### src/rtl/uart_pkg.sv
// Shared types and helpers for the configurable UART transmitter (and a future receiver).
package uart_pkg;

  localparam int MAX_DATA_BITS = 9;

  typedef enum logic [1:0] {
    NONE = 2'd0,
    ODD  = 2'd1,
    EVEN = 2'd2
  } parity_t;

  typedef enum logic [2:0] {
    IDLE,
    START,
    DATA,
    PARITY,
    STOP
  } tx_state_t;

  // Unused upper bits must be zero; they do not disturb the XOR.
  function automatic logic parity_bit(input logic [MAX_DATA_BITS-1:0] data,
                                      input parity_t mode);
    case (mode)
      EVEN:    parity_bit = ^data;
      ODD:     parity_bit = ~^data;
      default: parity_bit = 1'b0;
    endcase
  endfunction

endpackage

### src/rtl/uart_baud_gen.sv
// Bit-period timer: counts 0..DIV-1 while not cleared and flags the last cycle of each period.
module uart_baud_gen #(
  parameter int DIV = 10
) (
  input  logic clk,
  input  logic rst,
  input  logic clr,
  output logic bit_tick
);

  localparam int CW = (DIV > 1) ? $clog2(DIV) : 1;

  logic [CW-1:0] cnt;

  assign bit_tick = !clr && (cnt == CW'(DIV - 1));

  always_ff @(posedge clk) begin
    if (rst || clr || bit_tick) begin
      cnt <= '0;
    end else begin
      cnt <= cnt + 1'b1;
    end
  end

endmodule

### src/rtl/uart_tx_cfg.sv
// Configurable UART transmitter: DATA_BITS payload, optional parity, 1/2 stop bits,
// one-entry holding register so consecutive frames leave with no idle gap.
module uart_tx_cfg #(
  parameter int CLK_RATE  = 10,
  parameter int BAUD_RATE = 1,
  parameter int DATA_BITS = 8,
  parameter int PARITY    = 0,
  parameter int STOP_BITS = 1
) (
  input  logic                 clk,
  input  logic                 areset,
  input  logic                 data_write_valid,
  output logic                 data_write_ready,
  input  logic [DATA_BITS-1:0] data_in,
  output logic                 txd_out,
  output logic                 tx_busy
);
  import uart_pkg::*;

  localparam int      DIV      = CLK_RATE / BAUD_RATE;
  localparam int      BCW      = $clog2(DATA_BITS + 1);
  localparam parity_t PAR_MODE = parity_t'(PARITY);

  if (DIV < 2 || DATA_BITS < 5 || DATA_BITS > MAX_DATA_BITS ||
      PARITY < 0 || PARITY > 2 || STOP_BITS < 1 || STOP_BITS > 2) begin : g_cfg_check
    $fatal(1, "uart_tx_cfg: illegal parameter combination");
  end

  tx_state_t            state, state_next;
  logic [DATA_BITS-1:0] hold_data;
  logic [DATA_BITS-1:0] shift;
  logic                 hold_full;
  logic                 par_bit;
  logic [BCW-1:0]       bit_cnt;
  logic                 bit_tick;
  logic                 accept;
  logic                 load;
  logic                 txd_next;

  assign data_write_ready = !hold_full;
  assign accept           = data_write_valid && !hold_full;
  assign tx_busy          = (state != IDLE) || hold_full;

  // Counter is held at zero in IDLE so every frame starts on a fresh bit boundary.
  uart_baud_gen #(
    .DIV(DIV)
  ) u_baud (
    .clk     (clk),
    .rst     (areset),
    .clr     (state == IDLE),
    .bit_tick(bit_tick)
  );

  always_comb begin
    state_next = state;
    load       = 1'b0;
    case (state)
      IDLE: begin
        if (hold_full) begin
          state_next = START;
          load       = 1'b1;
        end
      end
      START: begin
        if (bit_tick) state_next = DATA;
      end
      DATA: begin
        if (bit_tick && bit_cnt == BCW'(DATA_BITS - 1)) begin
          state_next = (PAR_MODE != NONE) ? uart_pkg::PARITY : STOP;
        end
      end
      uart_pkg::PARITY: begin
        if (bit_tick) state_next = STOP;
      end
      STOP: begin
        if (bit_tick && bit_cnt == BCW'(STOP_BITS - 1)) begin
          if (hold_full) begin
            state_next = START;
            load       = 1'b1;
          end else begin
            state_next = IDLE;
          end
        end
      end
      default: state_next = IDLE;
    endcase
  end

  // Line level follows the state one cycle later, keeping every bit exactly DIV cycles.
  always_comb begin
    txd_next = 1'b1;
    case (state)
      START:            txd_next = 1'b0;
      DATA:             txd_next = shift[0];
      uart_pkg::PARITY: txd_next = par_bit;
      default:          txd_next = 1'b1;
    endcase
  end

  always_ff @(posedge clk) begin
    if (areset) begin
      state     <= IDLE;
      hold_full <= 1'b0;
      bit_cnt   <= '0;
      txd_out   <= 1'b1;
    end else begin
      state   <= state_next;
      txd_out <= txd_next;
      if (accept) begin
        hold_full <= 1'b1;
      end else if (load) begin
        hold_full <= 1'b0;
      end
      if (state_next != state) begin
        bit_cnt <= '0;
      end else if (bit_tick) begin
        bit_cnt <= bit_cnt + 1'b1;
      end
    end
  end

  always_ff @(posedge clk) begin
    if (accept) begin
      hold_data <= data_in;
    end
    if (load) begin
      shift   <= hold_data;
      par_bit <= parity_bit(MAX_DATA_BITS'(hold_data), PAR_MODE);
    end else if (state == DATA && bit_tick) begin
      shift <= shift >> 1;
    end
  end

endmodule

### config.mk
export PLATFORM = sky130hd
export DESIGN_NAME = uart_tx_cfg
export DESIGN_NICKNAME = d
export VERILOG_FILES = /design/src/rtl/uart_pkg.sv /design/src/rtl/uart_baud_gen.sv /design/src/rtl/uart_tx_cfg.sv
export SDC_FILE = /design/constraint.sdc
export NUM_CORES = 1
export LEC_CHECK = 0
export CORE_MARGIN = 3
export CORE_UTILIZATION = 58
export CTS_CLUSTER_DIAMETER = 120
export DETAILED_ROUTE_END_ITERATION = 10
export GPL_ROUTABILITY_DRIVEN = 0
export PLACE_DENSITY = 0.82
export SLEW_MARGIN = 10
export SYNTH_ARGS = -nofsm -noshare
export SYNTH_HDL_FRONTEND = slang
export SYNTH_SLANG_ARGS = --single-unit
### constraint.sdc
create_clock -name clk -period 6.5 [get_ports clk]
set_input_delay 1.95 -clock clk [delete_from_list [all_inputs] [get_ports clk]]
set_output_delay 1.95 -clock clk [all_outputs]
set_load 0.02 [all_outputs]
==> run summary <==
Status -> finished, final reports clean
Leading area contributor after synthesis -> edfxtp_1
Fmax -> 255 MHz
Largest net degree at the start of global routing -> 11
Adder-cell area share of the yosys netlist -> 4.09%
Vias in the first global route -> 808
EDFF count, synth -> 16
Die Y -> 51.9 µm
ANT cells -> 0
Later-pin clock latency in the skew report -> 320 ps
CTS sink cnt -> 29
Max-Slew Margin vs Limit -> 51.4%
Area Growth Syn to Fin -> 18.1%
Initial antenna violation count -> 0
Startpoint Class -> register
GRT Residual Overflow -> 0
P_int -> 0.273 mW
Leak pwr -> 0.506 nW
Largest family of logic cells by synthesized area -> simple AND/OR/NAND/NOR gates
# port buffers -> 13
Clock transition at the registers of the reported paths -> 80 ps
Vias -> 804
Max Slew Vio Count -> 0
Xor-xnor portion of the synthesized cell area -> 3.58%
CTS H-tree lvls -> 2
Combinational Power Share -> 9.5%
Worst IR Drop VDD -> 0.000177 V
Slew @ Worst Pin -> 728 ps
Post-CTS setup buffers -> 0
Most used flip-flop cell after synthesis -> edfxtp_1
Final period util -> 60.3%
Async set-reset flop share out of synthesis -> 0%
Top-area cell type share of the netlist area -> 39.3%
Post-synthesis mux area share -> 6.44%
Synthesized area -> 0.00122 mm²
Simple-Gate Fraction of Synth Area -> 14.7%
Syn Inst Count -> 99
Cell with the most instances after synthesis -> edfxtp_1
Unrepaired setup endpoints after global routing -> no
First-pass DRT Iterations -> 4
YS warnings -> 0
Iter 0 DRT Violations -> 34
Register area -> 741 µm²
Synth top area cells -> edfxtp_1, dfxtp_1, mux2_2
Rows -> 15
Max-Cap Viols -> 0
Die W -> 51.9 µm
CTS Root Cell -> clkbuf_4
P_sw -> 0.0810 mW
Worst-case clock skew -> 5.88 ps
Pwr dens -> 245 mW/mm²
CTS Hold Bufs -> 0
Max Buffers Root-to-Sink -> 2
Syn avg cell area -> 12.4 µm²
WS Path Type -> reg -> out
Crit path max fanout -> 7
Dpl hpwl -> 1540 µm
Final-layout fill cell count -> 115
Synthesized net count -> 114
WP data required -> 4550 ps
Clock power share -> 31.2%
Antenna Nets Post-Route -> 0
Sequential share of power -> 59.3%
Final wirelength -> 2150 µm
Gr usage total -> 20.1%
Share of cells above drive strength 1 -> 15.8%
Post-synthesis compound-gate area fraction -> 7.87%
Critical Path AT -> 1970 ps
Final setup fails -> 0
Residual DRC -> 0
Fin crit period -> 3920 ps
WL/cell -> 14.8 µm
Area of the multi-input gates -> 449 µm²
Critical path endpoint category -> output pin
Net Sw Frac -> 22.9%
Post-cts sizing count -> 0
# nets final -> 134
Sequential share of the synthesized area -> 60.5%
Core area -> 0.00186 mm²
Setup TNS -> 0 ps
CTS tree -> built
Final Hold Viols -> 0
DIE AREA -> 0.00270 mm²
Synth cell count leaders -> edfxtp_1, nor2_1, dfxtp_1
Synthesized flop and latch total -> 29
Core Util, Final -> 77.8%
Post-synth cell types -> 29
Total CTS buffers -> 5
Min-delay worst type -> reg -> reg
DR vias/cell -> 5.54
First-pass GRT wire length -> 3750 µm
Initial Utilization -> 65.9%
Io pins -> 14
==> cell usage in the layout, fill, tap and decap left out, types with 3 or more instances in the layout <==
cell             count
a21oi_1              3
nand3_1              3
xnor2_1              4
clkdlybuf4s50_1     13
ha_1                 4
dfxtp_1             13
inv_1                7
mux2_2               7
clkbuf_4             5
o21ai_0              3
nor2_1              15
edfxtp_1            16
nor3_1               3
==> sequential cells by signal, indices dropped and copies added, names as in the netlist <==
| register | count |
|---|---|
| hold_data | 8 |
| shift | 8 |
| bit_cnt | 4 |
| u_baud.cnt | 4 |
| state | 3 |
| hold_full | 1 |
| txd_out | 1 |
==> worst paths after layout <==
check,startpoint,slack [ps],endpoint,cells past startpoint
worst min register to register,u_baud.cnt[0],490,u_baud.cnt[0],1
worst min-delay path,u_baud.cnt[0],490,u_baud.cnt[0],1
worst max register to register,u_baud.cnt[1],4600,shift[5],6
worst max-delay path,state[2],2580,tx_busy,3
==> power groups by stage <==
| stage | Combinational, mW | Sequential (mW) | Clock (mW) |
|---|---|---|---|
| floorplan | 0.0202 | 0.212 | 0 |
| global placement | 0.0329 | 0.214 | 0 |
| detailed placement | 0.0340 | 0.214 | 0 |
| CTS | 0.0341 | 0.210 | 0.112 |
| global route | 0.0369 | 0.211 | 0.121 |
| finish | 0.0338 | 0.210 | 0.110 |
==> kinds of logic (layout without fill, tap and decap cells) <==
group,count (synthesis),count (layout)
AND/OR/NAND/NOR,33,33
flip-flops,29,29
AO/OA/AOI/OAI,13,13
buffers and inverters,8,29
multiplexers,7,7
XOR/XNOR,5,5
adder cells (fa/ha/maj),4,4
==> per-stage QoR <==
step	std cells	area [µm²]	hold WS [ps]	setup slack, ps	power, mW
final	145	1450	490	2580	0.354
after global routing	145	1450	512	2400	0.369
after CTS	145	1450	489	2580	0.357
after detailed placement	137	1390	469	2930	0.248
after global placement	137	1390	454	3020	0.246
after floorplan	99	1220	433	3500	0.233
==> cell type report <==
type	count	area share, %
clock buffer	6	3.55
clock inverter	2	0.606
inverter	7	1.82
multi-input combinational	62	31.1
sequential	29	51.3
tap	25	2.16
timing repair buffer	14	9.52
==> critical path, stage by stage (launching register included) <==
cell             delay [ps]
dfxtp_1                 380
nor3_1                  610
nand2_1                 110
clkdlybuf4s50_1         560
==> metal layers <==
layer  routed length [µm]  track usage [%]  vias up  part of all wire, %
met1                  916             25.2      373                   43
met4                   53             10.5        0                  2.5
met3                  120             6.88        5                  5.6
met2                 1050             30.3       26                   49
li1                     -                -      400                    -
met5                    0                0        -                    0
No activity file was read; power rests on OpenSTA's default activity.
